$ cat config.mk
export PLATFORM = sky130hd
export DESIGN_NAME = fifo_ctrl
export DESIGN_NICKNAME = d
export VERILOG_FILES = /design/src/rtl/fifo_pkg.sv /design/src/rtl/fifo_ptr.sv /design/src/rtl/fifo_ctrl.sv
export SDC_FILE = /design/constraint.sdc
export NUM_CORES = 1
export LEC_CHECK = 0
export BUFFER_PORTS_ARGS = -buffer_cell sky130_fd_sc_hd__buf_2
export CORE_UTILIZATION = 50
export CTS_BUF_LIST = sky130_fd_sc_hd__clkbuf_8
export CTS_CLUSTER_SIZE = 25
export DETAILED_ROUTE_END_ITERATION = 8
export HOLD_SLACK_MARGIN = 0.06
export PLACE_DENSITY = 0.75
export SLEW_MARGIN = 20
export SYNTH_ARGS = -nofsm -noshare
export SYNTH_HDL_FRONTEND = slang
export SYNTH_SLANG_ARGS = --single-unit
$ cat constraint.sdc
create_clock -name clk_write -period 3.9 [get_ports clk_write]
set_input_delay 0 -clock clk_write [delete_from_list [all_inputs] [get_ports clk_write]]
set_output_delay 0 -clock clk_write [all_outputs]
set_load 0.005 [all_outputs]
$ cat src/rtl/fifo_pkg.sv
// Shared defaults and the occupancy-to-status-flag helper for the FIFO controller.
package fifo_pkg;

  localparam int unsigned FIFO_ADDR_WIDTH = 5;
  localparam int unsigned FIFO_DEPTH      = 32;
  localparam int unsigned FIFO_AF_MARGIN  = 4;
  localparam int unsigned FIFO_AE_MARGIN  = 4;

  typedef struct packed {
    logic full;
    logic empty;
    logic almost_full;
    logic almost_empty;
  } fifo_flags_t;

  // Written as count + margin >= depth so a margin larger than depth cannot underflow.
  function automatic fifo_flags_t occ_flags(input int unsigned count,
                                            input int unsigned depth,
                                            input int unsigned af_margin,
                                            input int unsigned ae_margin);
    fifo_flags_t f;
    f.full         = (count == depth);
    f.empty        = (count == 0);
    f.almost_full  = ((count + af_margin) >= depth);
    f.almost_empty = (count <= ae_margin);
    return f;
  endfunction

endpackage

$ cat src/rtl/fifo_ptr.sv
// Wrapping FIFO pointer with increment enable; the MSB is the lap bit.
module fifo_ptr
  import fifo_pkg::*;
#(
  parameter int unsigned WIDTH = FIFO_ADDR_WIDTH + 1
) (
  input  logic             clk_write,
  input  logic             RST,
  input  logic             inc,
  output logic [WIDTH-1:0] ptr
);

  always_ff @(posedge clk_write or posedge RST) begin
    if (RST) begin
      ptr <= '0;
    end else if (inc) begin
      ptr <= ptr + WIDTH'(1);
    end
  end

endmodule

$ cat src/rtl/fifo_ctrl.sv
// Single-clock FIFO controller: RAM address/enable generation plus registered status.
// Optional sticky overflow/underflow flags are built when FIFO_CTRL_ERR_FLAGS_EN is defined.
module fifo_ctrl
  import fifo_pkg::*;
#(
  parameter int unsigned ADDR_WIDTH = FIFO_ADDR_WIDTH,
  parameter int unsigned DEPTH      = FIFO_DEPTH,
  parameter int unsigned AF_MARGIN  = FIFO_AF_MARGIN,
  parameter int unsigned AE_MARGIN  = FIFO_AE_MARGIN
) (
  input  logic                  clk_write,
  input  logic                  RST,
  input  logic                  i_push,
  input  logic                  i_pop,
  output logic [ADDR_WIDTH-1:0] o_wr_addr,
  output logic                  o_wr_en,
  output logic [ADDR_WIDTH-1:0] o_rd_addr,
  output logic                  o_rd_en,
  output logic                  o_full,
  output logic                  o_empty,
  output logic                  o_almost_full,
  output logic                  o_almost_empty,
`ifdef FIFO_CTRL_ERR_FLAGS_EN
  input  logic                  i_err_clr,
  output logic                  o_overflow,
  output logic                  o_underflow,
`endif
  output logic [ADDR_WIDTH:0]   o_count
);

  localparam int unsigned PTR_W = ADDR_WIDTH + 1;

  if (DEPTH != (1 << ADDR_WIDTH)) begin : g_depth_check
    $error("fifo_ctrl: DEPTH must equal 2**ADDR_WIDTH");
  end

  logic [PTR_W-1:0] wr_ptr;
  logic [PTR_W-1:0] rd_ptr;
  logic [PTR_W-1:0] count_d;
  logic             push_ok;
  logic             pop_ok;
  fifo_flags_t      flags_d;

  // Accept decisions use only registered status, so a push into a full FIFO
  // succeeds only when a same-cycle pop frees the slot.
  always_comb begin
    pop_ok  = 1'b0;
    push_ok = 1'b0;
    if (!RST) begin
      pop_ok  = i_pop & ~o_empty;
      push_ok = i_push & (~o_full | pop_ok);
    end
  end

  assign o_wr_en   = push_ok;
  assign o_rd_en   = pop_ok;
  assign o_wr_addr = wr_ptr[ADDR_WIDTH-1:0];
  assign o_rd_addr = rd_ptr[ADDR_WIDTH-1:0];

  fifo_ptr #(.WIDTH(PTR_W)) u_wr_ptr (
    .clk_write (clk_write),
    .RST       (RST),
    .inc       (push_ok),
    .ptr       (wr_ptr)
  );

  fifo_ptr #(.WIDTH(PTR_W)) u_rd_ptr (
    .clk_write (clk_write),
    .RST       (RST),
    .inc       (pop_ok),
    .ptr       (rd_ptr)
  );

  always_comb begin
    count_d = o_count + PTR_W'(push_ok) - PTR_W'(pop_ok);
    flags_d = occ_flags(32'(count_d), DEPTH, AF_MARGIN, AE_MARGIN);
  end

  // Flags come from the next count so they are valid right after the update edge.
  always_ff @(posedge clk_write or posedge RST) begin
    if (RST) begin
      o_count        <= '0;
      o_full         <= 1'b0;
      o_empty        <= 1'b1;
      o_almost_full  <= 1'b0;
      o_almost_empty <= 1'b1;
    end else begin
      o_count        <= count_d;
      o_full         <= flags_d.full;
      o_empty        <= flags_d.empty;
      o_almost_full  <= flags_d.almost_full;
      o_almost_empty <= flags_d.almost_empty;
    end
  end

`ifdef FIFO_CTRL_ERR_FLAGS_EN
  // Sticky error flags; clear wins over a same-cycle set.
  always_ff @(posedge clk_write or posedge RST) begin
    if (RST) begin
      o_overflow  <= 1'b0;
      o_underflow <= 1'b0;
    end else if (i_err_clr) begin
      o_overflow  <= 1'b0;
      o_underflow <= 1'b0;
    end else begin
      if (i_push && !push_ok) o_overflow  <= 1'b1;
      if (i_pop  && !pop_ok)  o_underflow <= 1'b1;
    end
  end
`else
  // Rejected requests are dropped with no indication.
`endif

  // Occupancy must always match the pointer distance.
  a_count_matches_ptrs: assert property (@(posedge clk_write) disable iff (RST)
    o_count == PTR_W'(wr_ptr - rd_ptr));

endmodule
==> impl_metrics.py, run 1 <==
metrics = {
    "worst_setup_path": {
        "r2r_start": "o_empty$_DFF_PP1_",
        "worstSetupStartpointType": "primary input",
        "critPathLaunch": "RST",
        "cp_max_fo": 21,
        "cp.arrival_ns": 2.99,
        "worstSetupPathType": "in2reg",
        "rr_worst_depth": 11,
        "worst_ep_required_time_ns": 4.05,
        "rrSetupSlack_ns": 1.07,
        "endpoint_kind": "flip-flop",
        "rr_endpoint": "o_full$_DFF_PP0_",
    },
    "global_route": {
        "grt_pass1_vias": 675,
        "grt_pass1_wl_mm": 2.74,
        "grt_max_degree": 22,
        "grt_usage": 0.188,
        "antenna_found_initial": 0,
        "grt_overflow": 0,
    },
    "timing": {
        "skew_ns": 0.00415,
        "fin_setup_tns_ns": 0,
        "worst_pin_slew_ns": 0.729,
        "hold_viol_final": 0,
        "rsz0062_at_grt": "no",
        "fin_ws_ns": 1.06,
        "fmax_mhz": 353,
        "setup_viol": 0,
        "slew_headroom": 0.514,
        "fin_crit_ns": 2.84,
        "post-route-period-util": 0.727,
        "maxSlewViolCount": 0,
    },
    "die": {
        "die_y_um": 46.1,
        "dieArea_um2": 2120,
        "start_util": 0.545,
        "die-width_um": 46.1,
        "design.core.area_um2": 1780,
        "boundaryPins": 26,
        "num_rows": 15,
    },
    "logic_synthesis": {
        "yosysWarnings": 0,
        "synthCells": 82,
        "synth.most_common_cell": "dfrtp_1",
        "syn-cell-area_um2": 972,
        "synthTopCellsByCount": "dfrtp_1 (18), inv_1 (9), ha_1 (8), xnor2_1 (8), nand2_1 (5)",
        "postSynthAreaPerCell_um2": 11.9,
        "asyncSetResetFlopFracSynth": 1.00,
        "syn_nets": 95,
        "synth_cell_types": 28,
        "yosys-top-cells-area": "dfrtp_1 (46%), ha_1 (10%), xnor2_1 (7.2%)",
        "ys.flop_type": "dfrtp_1",
        "yosysSeqAreaShare": 0.517,
        "synth_edf_count": 0,
        "ys_ff_latch": 20,
        "yosys.area.top_type_share": 0.463,
        "synth_top_area_cell": "dfrtp_1",
    },
    "detailed_routing": {
        "drt-wirelength-per-cell_um": 12.9,
        "vias": 687,
        "drc": 0,
        "ant_nets": 0,
        "wl_mm": 1.76,
        "drtPass1Iterations": 5,
        "dr.first_iter.drc_count": 5,
        "viasPerCell": 5.05,
    },
    "status": {
        "status": "finished, final reports clean",
    },
    "pwr": {
        "peakVddDrop_mv": 0.741,
        "internal_power_mw": 0.765,
        "seq_power_share": 0.320,
        "power_density_nw_per_um2": 1050,
        "power_frac_comb": 0.519,
        "p_sw_mw": 0.496,
        "p_clk_frac": 0.161,
        "p_leak_nw": 0.605,
        "p_sw_frac": 0.393,
    },
    "layout": {
        "final_layout_size_suffix_gt1_frac": 0.333,
        "fin_util": 0.676,
        "n_antenna_cell": 0,
        "nets": 125,
        "final_cell_count_no_fill": 136,
        "area.growth.synth_to_final_pct": 24.1,
    },
    "clock_network": {
        "cts_resized": 0,
        "cts_root_buf": "clkbuf_8",
        "clk-insertion-delay-late_ns": 0.26,
        "htreeDepth": 1,
        "cts_tree": "built",
        "clk_path_buf_depth": 2,
        "cts_buffers": 3,
        "cts_setup_buffers": 0,
        "cts.clk_slew.worst_paths_ns": 0.07,
        "clock-sinks": 20,
    },
    "min_path": {
        "holdPathEnd": "u_rd_ptr.ptr[0]$_DFFE_PP0P_",
        "min_from": "i_pop",
        "hold_depth": 4,
        "hp-class": "in2reg",
    },
    "placement": {
        "pre_cts_ws_ns": 1.18,
        "portBuffers": 25,
        "dpl.hpwl_mm": 1.27,
        "gp_congestion": 0.804,
        "placed_cells": 131,
    },
    "job": {
        "maxCapViolCount": 0,
    },
}
## placed cells by master, fill, tap and decap left out, drive strengths merged, types with 2 or more instances in the layout
cell type   n
buf        25
dfrtp      18
inv         9
xnor2       8
ha          8
nand2       5
nand4       4
xor2        4
nor2        3
clkbuf      3
mux2        2
a21oi       2
and2        2
dfstp       2
nor4        2
## worst max path at each step
stage	to	slack (ns)	cells past startpoint
after floorplan	o_full$_DFF_PP0_	1.37	11
after global placement	o_full$_DFF_PP0_	1.24	11
after detailed placement	o_full$_DFF_PP0_	1.18	11
after CTS	o_full$_DFF_PP0_	1.03	11
after global routing	o_full$_DFF_PP0_	0.79	11
final	o_full$_DFF_PP0_	1.06	11
## through the flow
stage / hold WS [ns] / power [mW] / instance area [µm²]
finish: 0.250 / 1.26 / 1210
detailed placement: 0.176 / 1.05 / 1120
CTS: 0.244 / 1.27 / 1210
floorplan: -0.0322 / 0.858 / 972
global placement: 0.176 / 1.03 / 1120
global route: 0.270 / 1.38 / 1210
## worst max-delay path: stages
cell	delay, ns
dlygate4sd3_1	0.54
buf_2	0.13
inv_1	0.53
and3_1	0.45
ha_1	0.24
fa_1	0.23
a21o_1	0.15
a21oi_1	0.08
xnor2_1	0.34
nor3_1	0.12
and2_1	0.17
## state kept, by name, summed over array words and instances, names as in the netlist
| name | flops |
|---|---|
| o_almost_empty | 1 |
| o_almost_full | 1 |
| o_count | 6 |
| o_empty | 1 |
| o_full | 1 |
| u_rd_ptr.ptr | 5 |
| u_wr_ptr.ptr | 5 |
## timing repair
| action | CTS | global route |
|---|---|---|
| setup endpoints to repair | 0 | 0 |
| hold buffers | 1 | 0 |
| hold endpoints to repair | 18 | 0 |
## power groups by stage
stage / Clock (mW) / Combinational, mW / Sequential (mW)
2_1_floorplan: 0 / 0.448 / 0.410
3_3_place_gp: 0 / 0.626 / 0.402
3_5_place_dp: 0 / 0.642 / 0.408
4_1_cts: 0.205 / 0.661 / 0.405
5_1_grt: 0.217 / 0.744 / 0.417
6_report: 0.202 / 0.655 / 0.404
## final cells by class
cell class,instances,area (µm²)
Sequential cell,20,503
Timing Repair Buffer,26,135
Inverter,9,33.8
Fill cell,145,577
Tap cell,25,31.3
Multi-Input combinational cell,52,432
Clock buffer,3,41.3
Clock inverter,1,30.0
## layer usage
metal	wire length [µm]	track usage	up-vias
met3	45	0.0353	4
met4	19	0.0882	0
met2	909	0.327	14
li1	-	-	332
met5	0	0	-
met1	781	0.220	337
## cell families after synthesis
kind of cell	count (synthesis)	share of synthesized area
adder cells (fa/ha/maj)	9	0.124
buffers and inverters	10	0.0386
AO/OA/AOI/OAI	8	0.0618
flip-flops	20	0.517
multiplexers	2	0.0232
XOR/XNOR	12	0.116
AND/OR/NAND/NOR	21	0.120
No activity file was read; power rests on OpenSTA's default activity.
==> run 2: changes to the inputs <==
Clock period 3.9 ns to 2.7 ns, I/O delays scaled along.
==> impl_metrics.py, run 2 (synthesis results as in run 1) <==
metrics = {
    "clock_network": {
        "clk_path_buf_depth": 2,
        "clk-insertion-delay-late_ns": 0.25,
        "cts_tree": "built",
        "cts_setup_buffers": 0,
        "htreeDepth": 1,
        "cts_root_buf": "clkbuf_8",
        "cts_buffers": 3,
        "clock-sinks": 20,
        "cts.clk_slew.worst_paths_ns": 0.07,
    },
    "timing": {
        "setup_viol": 0,
        "fin_ws_ns": 0.166,
        "fin_crit_ns": 2.53,
        "slew_headroom": 0.718,
        "hold_viol_final": 0,
        "fin_setup_tns_ns": 0,
        "maxSlewViolCount": 0,
        "rsz0062_at_grt": "no",
        "skew_ns": 0.00178,
        "worst_pin_slew_ns": 0.422,
        "fmax_mhz": 395,
        "post-route-period-util": 0.938,
    },
    "global_route": {
        "antenna_found_initial": 0,
        "grt_overflow": 0,
        "grt_max_degree": 21,
        "grt_pass1_wl_mm": 3.03,
        "grt_usage": 0.206,
        "grt_pass1_vias": 720,
    },
    "min_path": {
        "hp-class": "in2reg",
        "hold_depth": 3,
    },
    "worst_setup_path": {
        "rr_endpoint": "o_full$_DFF_PP0_",
        "worstSetupStartpointType": "flip-flop",
        "endpoint_kind": "flip-flop",
        "rr_worst_depth": 11,
        "critical-path-slowest-cell": "dfstp_2",
        "worst_ep_required_time_ns": 2.85,
        "endpoint": "o_full$_DFF_PP0_",
        "slowest_delay_ns": 0.52,
        "path_cells": "nand2b_1 > nor2_1 > ha_1 > inv_1 > ha_1 > fa_1 > a21o_1 > a21oi_2 > xnor2_2 > nor3_2 > and2_1",
        "cp_max_fo": 4,
        "cp.arrival_ns": 2.68,
        "critical_path.most_common_cell": "ha_1",
        "worstSetupPathType": "reg2reg",
        "r2r_start": "o_empty$_DFF_PP1_",
        "critPathLaunch": "o_empty$_DFF_PP1_",
        "rrSetupSlack_ns": 0.17,
    },
    "pwr": {
        "seq_power_share": 0.309,
        "power_frac_comb": 0.538,
        "peakVddDrop_mv": 1.01,
        "p_sw_frac": 0.399,
        "power_density_nw_per_um2": 1520,
        "p_sw_mw": 0.757,
        "p_clk_frac": 0.153,
        "p_leak_nw": 0.627,
        "internal_power_mw": 1.14,
    },
    "job": {
        "maxCapViolCount": 0,
    },
    "die": {
        "die-width_um": 46.1,
        "die_y_um": 46.1,
        "design.core.area_um2": 1780,
        "num_rows": 15,
        "start_util": 0.545,
        "dieArea_um2": 2120,
        "boundaryPins": 26,
    },
    "layout": {
        "final_cell_count_no_fill": 139,
        "final_layout_size_suffix_gt1_frac": 0.377,
        "layout_commonest_cell": "buf_2",
        "largest_reg_flops": 6,
        "top_register": "o_count",
        "nets": 128,
        "area.growth.synth_to_final_pct": 28.1,
        "final_cell_mix": "buf_2 (25), dfrtp_1 (18), inv_1 (9), ha_1 (8), xnor2_1 (7)",
        "fin_util": 0.698,
        "n_antenna_cell": 0,
        "reg_top3": "o_count x6, u_rd_ptr.ptr x5, u_wr_ptr.ptr x5",
    },
    "placement": {
        "gp_congestion": 0.803,
        "pre_cts_ws_ns": 0.110,
        "portBuffers": 25,
        "dpl.hpwl_mm": 1.46,
        "placed_cells": 134,
    },
    "detailed_routing": {
        "wl_met2_um": 997,
        "highest-signal-layer": "met4",
        "wl_mm": 1.86,
        "viasPerCell": 5.08,
        "drt-wirelength-per-cell_um": 13.4,
        "ant_nets": 0,
        "drtPass1Iterations": 4,
        "dr.first_iter.drc_count": 8,
        "wl_met1_um": 768,
        "drc": 0,
        "dr_wl_met3_um": 72,
        "vias": 706,
    },
    "status": {
        "status": "finished, final reports clean",
    },
}
run 2: worst min path at each step:
stage | from | to | slack [ns]
finish | i_push | o_count[0]$_DFF_PP0_ | 0.23
global route | i_push | o_count[0]$_DFF_PP0_ | 0.24
CTS | i_push | o_count[0]$_DFF_PP0_ | 0.22
detailed placement | RST | u_wr_ptr.ptr[1]$_DFFE_PP0P_ | 0.08
global placement | RST | u_wr_ptr.ptr[1]$_DFFE_PP0P_ | 0.07
floorplan | RST | o_almost_full$_DFF_PP0_ | -0.03
run 2: area by class of cell:
class / instances / area, µm²
Clock buffer: 3 / 41.3
Clock inverter: 1 / 30.0
Fill cell: 142 / 538
Inverter: 9 / 33.8
Multi-Input combinational cell: 52 / 448
Sequential cell: 20 / 503
Tap cell: 25 / 31.3
Timing Repair Buffer: 29 / 158
run 2: critical path, delay by kind of cell, from the launching register on:
| kind | cells | cell delay, ns |
|---|---|---|
| XOR/XNOR | 1 | 0.17 |
| AND/OR/NAND/NOR | 4 | 0.41 |
| adder cells (fa/ha/maj) | 3 | 0.89 |
| flip-flops | 1 | 0.52 |
| buffers and inverters | 1 | 0.04 |
| AO/OA/AOI/OAI | 2 | 0.37 |
run 2: per-layer routing:
| metal | up-vias | global-route usage |
|---|---|---|
| li1 | 337 | - |
| met1 | 347 | 0.243 |
| met2 | 18 | 0.358 |
| met3 | 4 | 0.0549 |
| met4 | 0 | 0.0706 |
| met5 | - | 0 |
run 2: power groups by stage:
stage	sequential, mW	clock, mW	combinational (mW)
2_1_floorplan	0.593	0	0.647
3_3_place_gp	0.582	0	0.912
3_5_place_dp	0.593	0	0.955
4_1_cts	0.587	0.294	0.965
5_1_grt	0.607	0.310	1.16
6_report	0.587	0.290	1.02
run 2: stage by stage:
step / hold slack, ns / area [µm²] / total power, mW
finish: 0.232 / 1240 / 1.90
global route: 0.239 / 1240 / 2.08
CTS: 0.221 / 1230 / 1.85
detailed placement: 0.0755 / 1150 / 1.55
global placement: 0.0678 / 1150 / 1.49
floorplan: -0.0322 / 972 / 1.24
run 2: timing repair:
item	4_1_cts	5_1_grt
hold buffers	1	0
endpoints found under the setup margin	0	3
hold endpoints to repair	20	0
resized for setup	0	3
